$ cat src/rtl/timer_sched.sv
`default_nettype none
// ---------------------------------------------------------------------------
// timer_sched: one shared time base plus a sequential earliest-deadline scan
// feeding per-channel pending interrupts. Macro: TIMER_SCHED_PERIODIC_EN.
// Rev 1.0
// ---------------------------------------------------------------------------
module timer_sched #(
  parameter int NumCh      = 4,
  parameter int CntWidth   = 32,
  parameter int PrescWidth = 4
) (
  input  logic                     clk,
  input  logic                     reset,
  input  logic                     wr_en_i,
  input  logic [$clog2(NumCh)-1:0] wr_ch_i,
  input  logic                     wr_arm_i,
  input  logic [CntWidth-1:0]      wr_deadline_i,
  input  logic [CntWidth-1:0]      wr_period_i,
  input  logic [PrescWidth-1:0]    prescaler_i,
  input  logic                     irq_ack_i,
  output logic                     irq_valid_o,
  output logic [$clog2(NumCh)-1:0] irq_ch_o,
  output logic [CntWidth-1:0]      now_o,
  output logic                     next_valid_o,
  output logic [$clog2(NumCh)-1:0] next_ch_o,
  output logic [CntWidth-1:0]      next_deadline_o
);
  localparam int ChW = $clog2(NumCh);
  localparam int PcW = (1 << PrescWidth) - 1;

  typedef enum logic [0:0] {
    SCAN   = 1'b0,
    COMMIT = 1'b1
  } state_e;

  state_e              state_q, state_d;
  logic [ChW-1:0]      idx_q, idx_d;
  logic [ChW-1:0]      best_ch_q, best_ch_d;
  logic [CntWidth-1:0] best_dl_q, best_dl_d;
  logic                best_vld_q, best_vld_d;

  logic [PcW-1:0]      presc_cnt_q, presc_top;
  logic [CntWidth-1:0] now_q;
  logic [NumCh-1:0]    armed_q, pending_q, pending_d;
  logic [CntWidth-1:0] deadline_q [NumCh];
  logic                next_valid_q;
  logic [ChW-1:0]      next_ch_q;
  logic [CntWidth-1:0] next_dl_q;

  logic                tick, expire, abort, cand_better;
  logic [CntWidth-1:0] due_diff, cand_diff, best_diff;

  assign presc_top = (PcW'(1) << prescaler_i) - PcW'(1);
  assign tick      = (presc_cnt_q == presc_top);

  always_ff @(posedge clk) begin
    if (reset) begin
      presc_cnt_q <= '0;
      now_q       <= '0;
    end else if (tick) begin
      presc_cnt_q <= '0;
      now_q       <= now_q + CntWidth'(1);
    end else begin
      presc_cnt_q <= presc_cnt_q + PcW'(1);
    end
  end

  // All differences are taken modulo 2^CntWidth and read as signed values.
  assign due_diff    = next_dl_q - now_q;
  assign expire      = next_valid_q && (due_diff[CntWidth-1] || (due_diff == '0));
  assign abort       = wr_en_i || expire;
  assign cand_diff   = deadline_q[idx_q] - now_q;
  assign best_diff   = best_dl_q - now_q;
  assign cand_better = armed_q[idx_q] &&
                       (!best_vld_q || ($signed(cand_diff) < $signed(best_diff)));

  always_comb begin
    state_d    = state_q;
    idx_d      = idx_q;
    best_ch_d  = best_ch_q;
    best_dl_d  = best_dl_q;
    best_vld_d = best_vld_q;
    if (abort || (state_q == COMMIT)) begin
      state_d    = SCAN;
      idx_d      = '0;
      best_ch_d  = '0;
      best_dl_d  = '0;
      best_vld_d = 1'b0;
    end else begin
      if (cand_better) begin
        best_ch_d  = idx_q;
        best_dl_d  = deadline_q[idx_q];
        best_vld_d = 1'b1;
      end
      if (idx_q == ChW'(NumCh - 1)) begin
        state_d = COMMIT;
      end else begin
        idx_d = idx_q + ChW'(1);
      end
    end
  end

  always_ff @(posedge clk) begin
    if (reset) begin
      state_q    <= SCAN;
      idx_q      <= '0;
      best_ch_q  <= '0;
      best_dl_q  <= '0;
      best_vld_q <= 1'b0;
    end else begin
      state_q    <= state_d;
      idx_q      <= idx_d;
      best_ch_q  <= best_ch_d;
      best_dl_q  <= best_dl_d;
      best_vld_q <= best_vld_d;
    end
  end

  always_ff @(posedge clk) begin
    if (reset) begin
      next_valid_q <= 1'b0;
      next_ch_q    <= '0;
      next_dl_q    <= '0;
    end else if (!abort && (state_q == COMMIT)) begin
      next_valid_q <= best_vld_q;
      next_ch_q    <= best_ch_q;
      next_dl_q    <= best_dl_q;
    end else if (expire || (wr_en_i && (wr_ch_i == next_ch_q))) begin
      next_valid_q <= 1'b0;
    end
  end

`ifdef TIMER_SCHED_PERIODIC_EN
  logic [CntWidth-1:0] period_q [NumCh];
`else
  logic unused_period;
  assign unused_period = ^wr_period_i;
`endif

  // A write in the same cycle as an expiry of that channel overrides it.
  always_ff @(posedge clk) begin
    if (reset) begin
      armed_q <= '0;
      for (int i = 0; i < NumCh; i++) begin
        deadline_q[i] <= '0;
`ifdef TIMER_SCHED_PERIODIC_EN
        period_q[i]   <= '0;
`endif
      end
    end else begin
      if (expire) begin
`ifdef TIMER_SCHED_PERIODIC_EN
        if (period_q[next_ch_q] != '0) begin
          deadline_q[next_ch_q] <= deadline_q[next_ch_q] + period_q[next_ch_q];
        end else begin
          armed_q[next_ch_q] <= 1'b0;
        end
`else
        armed_q[next_ch_q] <= 1'b0;
`endif
      end
      if (wr_en_i) begin
        armed_q[wr_ch_i] <= wr_arm_i;
        if (wr_arm_i) begin
          deadline_q[wr_ch_i] <= wr_deadline_i;
`ifdef TIMER_SCHED_PERIODIC_EN
          period_q[wr_ch_i]   <= wr_period_i;
`endif
        end
      end
    end
  end

  always_comb begin
    pending_d = pending_q;
    if (irq_ack_i && irq_valid_o) begin
      pending_d[irq_ch_o] = 1'b0;
    end
    if (expire) begin
      pending_d[next_ch_q] = 1'b1;
    end
  end

  always_ff @(posedge clk) begin
    if (reset) begin
      pending_q <= '0;
    end else begin
      pending_q <= pending_d;
    end
  end

  always_comb begin
    irq_ch_o = '0;
    for (int i = NumCh - 1; i >= 0; i--) begin
      if (pending_q[i]) begin
        irq_ch_o = ChW'(i);
      end
    end
  end

  assign irq_valid_o     = |pending_q;
  assign now_o           = now_q;
  assign next_valid_o    = next_valid_q;
  assign next_ch_o       = next_ch_q;
  assign next_deadline_o = next_dl_q;

endmodule
`default_nettype wire

$ cat config.mk
export PLATFORM = sky130hd
export DESIGN_NAME = timer_sched
export DESIGN_NICKNAME = d
export VERILOG_FILES = /design/src/rtl/timer_sched.sv
export SDC_FILE = /design/constraint.sdc
export NUM_CORES = 1
export LEC_CHECK = 0
export CAP_MARGIN = 20
export CORE_AREA = 2 2 224 160
export DETAILED_ROUTE_END_ITERATION = 8
export DIE_AREA = 0 0 226 162
export GPL_ROUTABILITY_DRIVEN = 0
export PLACE_DENSITY = 0.7
export SLEW_MARGIN = 20
export SYNTH_ARGS = -nofsm -noshare
export SYNTH_HDL_FRONTEND = slang
export SYNTH_SLANG_ARGS = --single-unit
$ cat constraint.sdc
create_clock -name clk -period 7.94 [get_ports clk]
set_input_delay 1.191 -clock clk [delete_from_list [all_inputs] [get_ports clk]]
set_output_delay 1.191 -clock clk [all_outputs]
set_load 0.02 [all_outputs]
======== Yosys cells after proc, flatten, opt, wreduce, memory -nomap -nowiden ========
Memories as Yosys holds them, arrays and structs flattened. A register that Yosys moved wholly into a read port is not among the register bits.
Index checks and enable logic that the tools add are counted.
word-level totals
  register bits ........................... 128
  memory bits (writable) .................. 128
  bits of input ports ..................... 75
  output and inout bits ................... 70
  word-level logic and storage cells ...... 89
  memories ................................ 1
cells by class
  add/sub/neg operators ................... 7
  $lt $le $gt $ge ......................... 8
  equal/unequal tests ..................... 3
  shift-type cells ........................ 1
  mux-type cells .......................... 31
  bitwise operators ....................... 5
  reduce and logical (&&, ||, !) cells .... 21
memories
  name        words  width  read ports  clocked after memory_dff  write ports  RTL line  text
  deadline_q  4      32     1           1                         4            45        logic [CntWidth-1:0] deadline_q [NumCh];
operators with widths
  operator                 number
  $sub A32 B32 Y32         3
  $add A32 B1 Y32 const B  1
  $logic_not A32 Y1        1
  $lt A32 B32 Y1           1
  $mux W32                 1
  $reduce_or A32 Y1        1
  $mux W4                  5
  $add A15 B1 Y15 const B  1
  $eq A15 B15 Y1           1
  $shl A1 B4 Y15 const A   1
  $sub A15 B2 Y15 const B  1
  $mux W2                  7
  $mux W1                  13
  $lt A2 B3 Y1 const B     4
  $and A4 B4 Y4            2
  $logic_and A1 B1 Y1      8
  $not A4 Y4               2
  $demux W1 S2             3
  $ge A2 B1 Y1 const B     3
  $logic_or A1 B1 Y1       5
  $bwmux W4                1
  $or A4 B4 Y4             1
  $reduce_or A2 Y1         2
  $reduce_or A4 Y1         1
  6 further kinds          7

======== Logic depth before layout (Yosys ltp) ========
  word-level depth ........................ 13
  gate-level depth with buffers ........... 28
  mapped depth without buffers ............ 24

======== Worst setup path after synthesis ========
No wires, ideal clock.
  path type ............................... reg-to-reg
  from .................................... reg with a tool-made name
  to ...................................... reg best_ch_q[0]
  library setup time ...................... 130 ps
  arrival time ............................ 6030 ps
  data required time ...................... 7810 ps
  slack ................................... 1780 ps
  stages on the path, launching flop included .. 28
  path buffers ............................ 4
  clock period less this slack ............ 6160 ps
  cell sequence ........................... dfxtp_1 clkbuf_1 buf_1 mux4_2 inv_1 ha_1 inv_1 fa_1 a211oi_1 o211a_1 o221ai_1 o221a_2 a31o_2 o211ai_1 nand3_1 o41ai_1 xnor2_1 ha_1 nand4_1 nor3_1 nand2_1 a211oi_1 nand4_1 o211ai_1 clkbuf_1 clkbuf_1 mux2i_1 nor3_1
RTL lines
  what                  RTL line  text
  to (signal assigned)  113       best_ch_q <= best_ch_d;
  to (decl)             38        logic [ChW-1:0] best_ch_q, best_ch_d;

==> results by group <==
Outcome
  – Status: finished, final reports clean

STA
  – Final clock skew: 17.4 ps
  – Final hold vios: 0
  – Max Slew Vio Count: 0
  – Final cycle utilization of the critical path: between 80% and 90%
  – Setup violations, final: 0
  – Relative slew slack: between 30% and 40%
  – Final setup TNS: 0 ps
  – Max Clk Rate: 155 MHz
  – RSZ-0062 raised after global routing: false
  – Tightest Pin Transition: 980 ps
  – Final setup margin: 1500 ps
  – Fin crit period: about 6400 ps

Logic synthesis
  – Syn Nets: just over 2000
  – Yosys warning total: 0
  – Top_reg_cell synth: dfxtp_1
  – Yosys reg bits: between 200 and 300
  – Number of flops mapped to enable cells by yosys: roughly 130
  – Syn Area/Cell: about 9.2 um^2
  – Area of the mapped netlist: 17000 um^2
  – Syn Inst Count: roughly 1900
  – Sequential element share of the synthesized area: around 38%
  – Distinct cells, synth: 82
  – Ys async rst share: 0%

Clock network
  – Worst-path clk slew: approximately 60 ps
  – Sink Count: ~260
  – Clock root buffer master: clkbuf_16
  – CTS H-tree lvls: 1
  – CTS Buf Count: 27
  – CTS tree: built
  – Post-CTS sizing: 0
  – Number of buffers inserted by hold repair at cts: 0
  – Worst-skew pair later-pin latency: approximately 570 ps
  – Setup bufs post-CTS: 0
  – Clock Tree Buf Depth: 3

Final layout
  – Layout cell share with drive strength beyond 1: approximately 6.2%
  – Area grow syn2layout: 14.3%
  – Post-route insts no fill: 2428
  – # diodes: 0
  – Commonest non-fill, non-tap cells in the layout: 215 x nor2_1, 197 x nand2_1, 130 x ha_1, 129 x dfxtp_1, 128 x edfxtp_1
  – Layout filler cell count: 3022
  – Final #Nets: ~2100
  – Commonest non-fill, non-tap cell in the layout: nor2_1
  – Total area of sequential cells: 6450 um^2
  – Final Util: approximately 57%
  – Multi-input combinational cell area: just under 10000 um^2

Pwr
  – Leak: around 0.0077 uW
  – Peak supply drop: between 150 and 200 uV
  – Cell Pwr Density: approximately 170 nW/um^2

Critical path
  – CP endpoint kind: flop
  – WS Path Type: flop to flop
  – Worst EP required: ~8400 ps
  – Nature of the critical path startpoint: flop
  – Crit-path max FO: 30
  – WP data arrival: 6860 ps

Route
  – First drt pass iteration count: 8
  – Detail Route Antenna Nets: 0
  – Routed wire per std cell: between 15 and 20 um
  – Routed Wire Length: between 40000 and 50000 um
  – DRC viols: 0
  – Via count: approximately 14000
  – DRT iter0 DRCs: roughly 1400
  – Vias per cell: just under 6

Floorplan
  – Row Count: 57
  – I/O pin cnt: about 150
  – Die H: between 150 and 200 um
  – Die W: roughly 230 um
  – Core footprint: approximately 34000 um^2
  – Die area: about 37000 um^2
  – Initial Util: between 40% and 50%

Place
  – DP Worst Slack: 1470 ps
  – DP Cell Count: about 2400
  – HPWL after DPL: 34300 um
  – Number of port buffers: roughly 110

Job
  – MaxCap Viol Count: 0

Global route
  – Initial antenna violation count: 0
  – Vias in the first global route: between 10000 and 15000
  – Total GRT Usage: between 20% and 30%
  – Global-route wire length before repair: ~71000 um
  – Largest net degree at the start of global routing: between 70 and 80
  – Gr ovfl total: 0

Min path
  – HP Class: flop to flop
-- through the flow --
stage                     area (um^2)  hold slack (ps)  total power, uW
final                           19500              471             3360
after global routing            19500              488             3480
after CTS                       19500              470             3370
after detailed placement        18600              461             2050
after global placement          18600              447             2030
after floorplan                 17000              438             1900
-- state kept, by name, summed over array words and instances, names as in the netlist, named ones only --
| signal | flops |
|---|---|
| armed_q | 4 |
| idx_q | 2 |
| best_vld_q | 1 |
| next_deadline_o | 32 |
| presc_cnt_q | 15 |
| pending_q | 4 |
| best_ch_q | 2 |
| best_dl_q | 32 |
| state_q | 1 |
| next_ch_o | 2 |
| next_valid_o | 1 |
| deadline_q | 128 |
| now_o | 32 |
-- synth_stat cells, types with 6 or more instances --
cell,instances,area (um^2)
ha_1,130,1630
nor3b_1,7,52.6
o21bai_1,11,82.6
inv_1,104,390
nor3_1,80,400
o21a_1,21,158
a21oi_1,100,500
nor2_1,215,807
buf_2,8,40.0
a221oi_1,8,70.1
o31ai_1,8,60.1
mux4_2,33,743
nand2_1,199,747
clkbuf_1,62,233
dfxtp_1,130,2600
a21o_1,47,353
and3_1,18,113
a211oi_1,18,135
or3_1,26,163
nand4_1,21,131
nand2b_1,25,156
xnor2_1,66,578
mux2i_1,75,751
o2111ai_1,6,52.6
o211ai_1,14,105
xor2_1,39,342
a31oi_1,7,43.8
o21ai_0,66,330
edfxtp_1,128,3840
nor2b_1,18,113
nand3_1,37,185
nor4_1,7,43.8
-- worst paths after layout --
check,from,endpoint,slack [ps],cells after the start
max,flop,best_dl_q[25]$_SDFFE_PP0P_,1500,25
min reg2reg,best_ch_q[1]$_SDFFE_PP0P_,next_ch_o[1]$_SDFFE_PP0P_,470,2
min,best_ch_q[1]$_SDFFE_PP0P_,next_ch_o[1]$_SDFFE_PP0P_,470,2
max reg2reg,flop,best_dl_q[25]$_SDFFE_PP0P_,1500,25
-- critical path, stage by stage, from the launching register on --
cell and delay (ps):
dfxtp_2 790, mux4_2 640, inv_1 90, ha_1 150, inv_1 60, fa_1 450, a211oi_1 310, o211a_1 210
o221ai_1 130, o221a_2 200, a31o_2 230, o211ai_1 180, nand3_1 140, o21ai_0 240, o21ai_0 140, xnor2_1 150
ha_1 310, nand3_1 80, nor3_1 190, nand2_1 120, a211oi_1 260, nand4_1 140, o211ai_1 220, buf_4 510
mux2i_1 270, nor3_1 60
-- layer usage --
layer / vias up / part of all wire (%) / track usage [%]
met5: - / 0 / 0
met4: 0 / 1.8 / 4.67
met3: 63 / 8.0 / 3.24
met2: 569 / 41 / 36.3
met1: 6869 / 49 / 38.7
li1: 6903 / - / -
-- cell type report --
| class | count | area share, % |
|---|---|---|
| Tap cell | 472 | 3.03 |
| Multi-Input combinational cell | 1418 | 50.8 |
| Clock buffer | 36 | 3.95 |
| Timing Repair Buffer | 127 | 6.30 |
| Inverter | 105 | 2.02 |
| Sequential cell | 258 | 33.1 |
| Clock inverter | 12 | 0.815 |
-- logic make-up (layout without fill, tap and decap cells) --
kind of cell / count (synthesis) / after routing / synth area share, %
buffers and inverters: 184 / 280 / 4.24
adders and majority gates: 133 / 133 / 9.89
and+or+nand+nor: 691 / 691 / 18.9
DFF: 258 / 258 / 37.8
muxes: 110 / 110 / 8.90
xor gates and xnor gates: 105 / 105 / 5.39
AOI/OAI and AO/OA: 379 / 379 / 14.8
-- power breakdown --
| part | internal [uW] | switching [uW] |
|---|---|---|
| logic | 252 | 314 |
| clock network | 780 | 545 |
| registers | 1450 | 20.7 |
(Power assumes the default switching activity.)
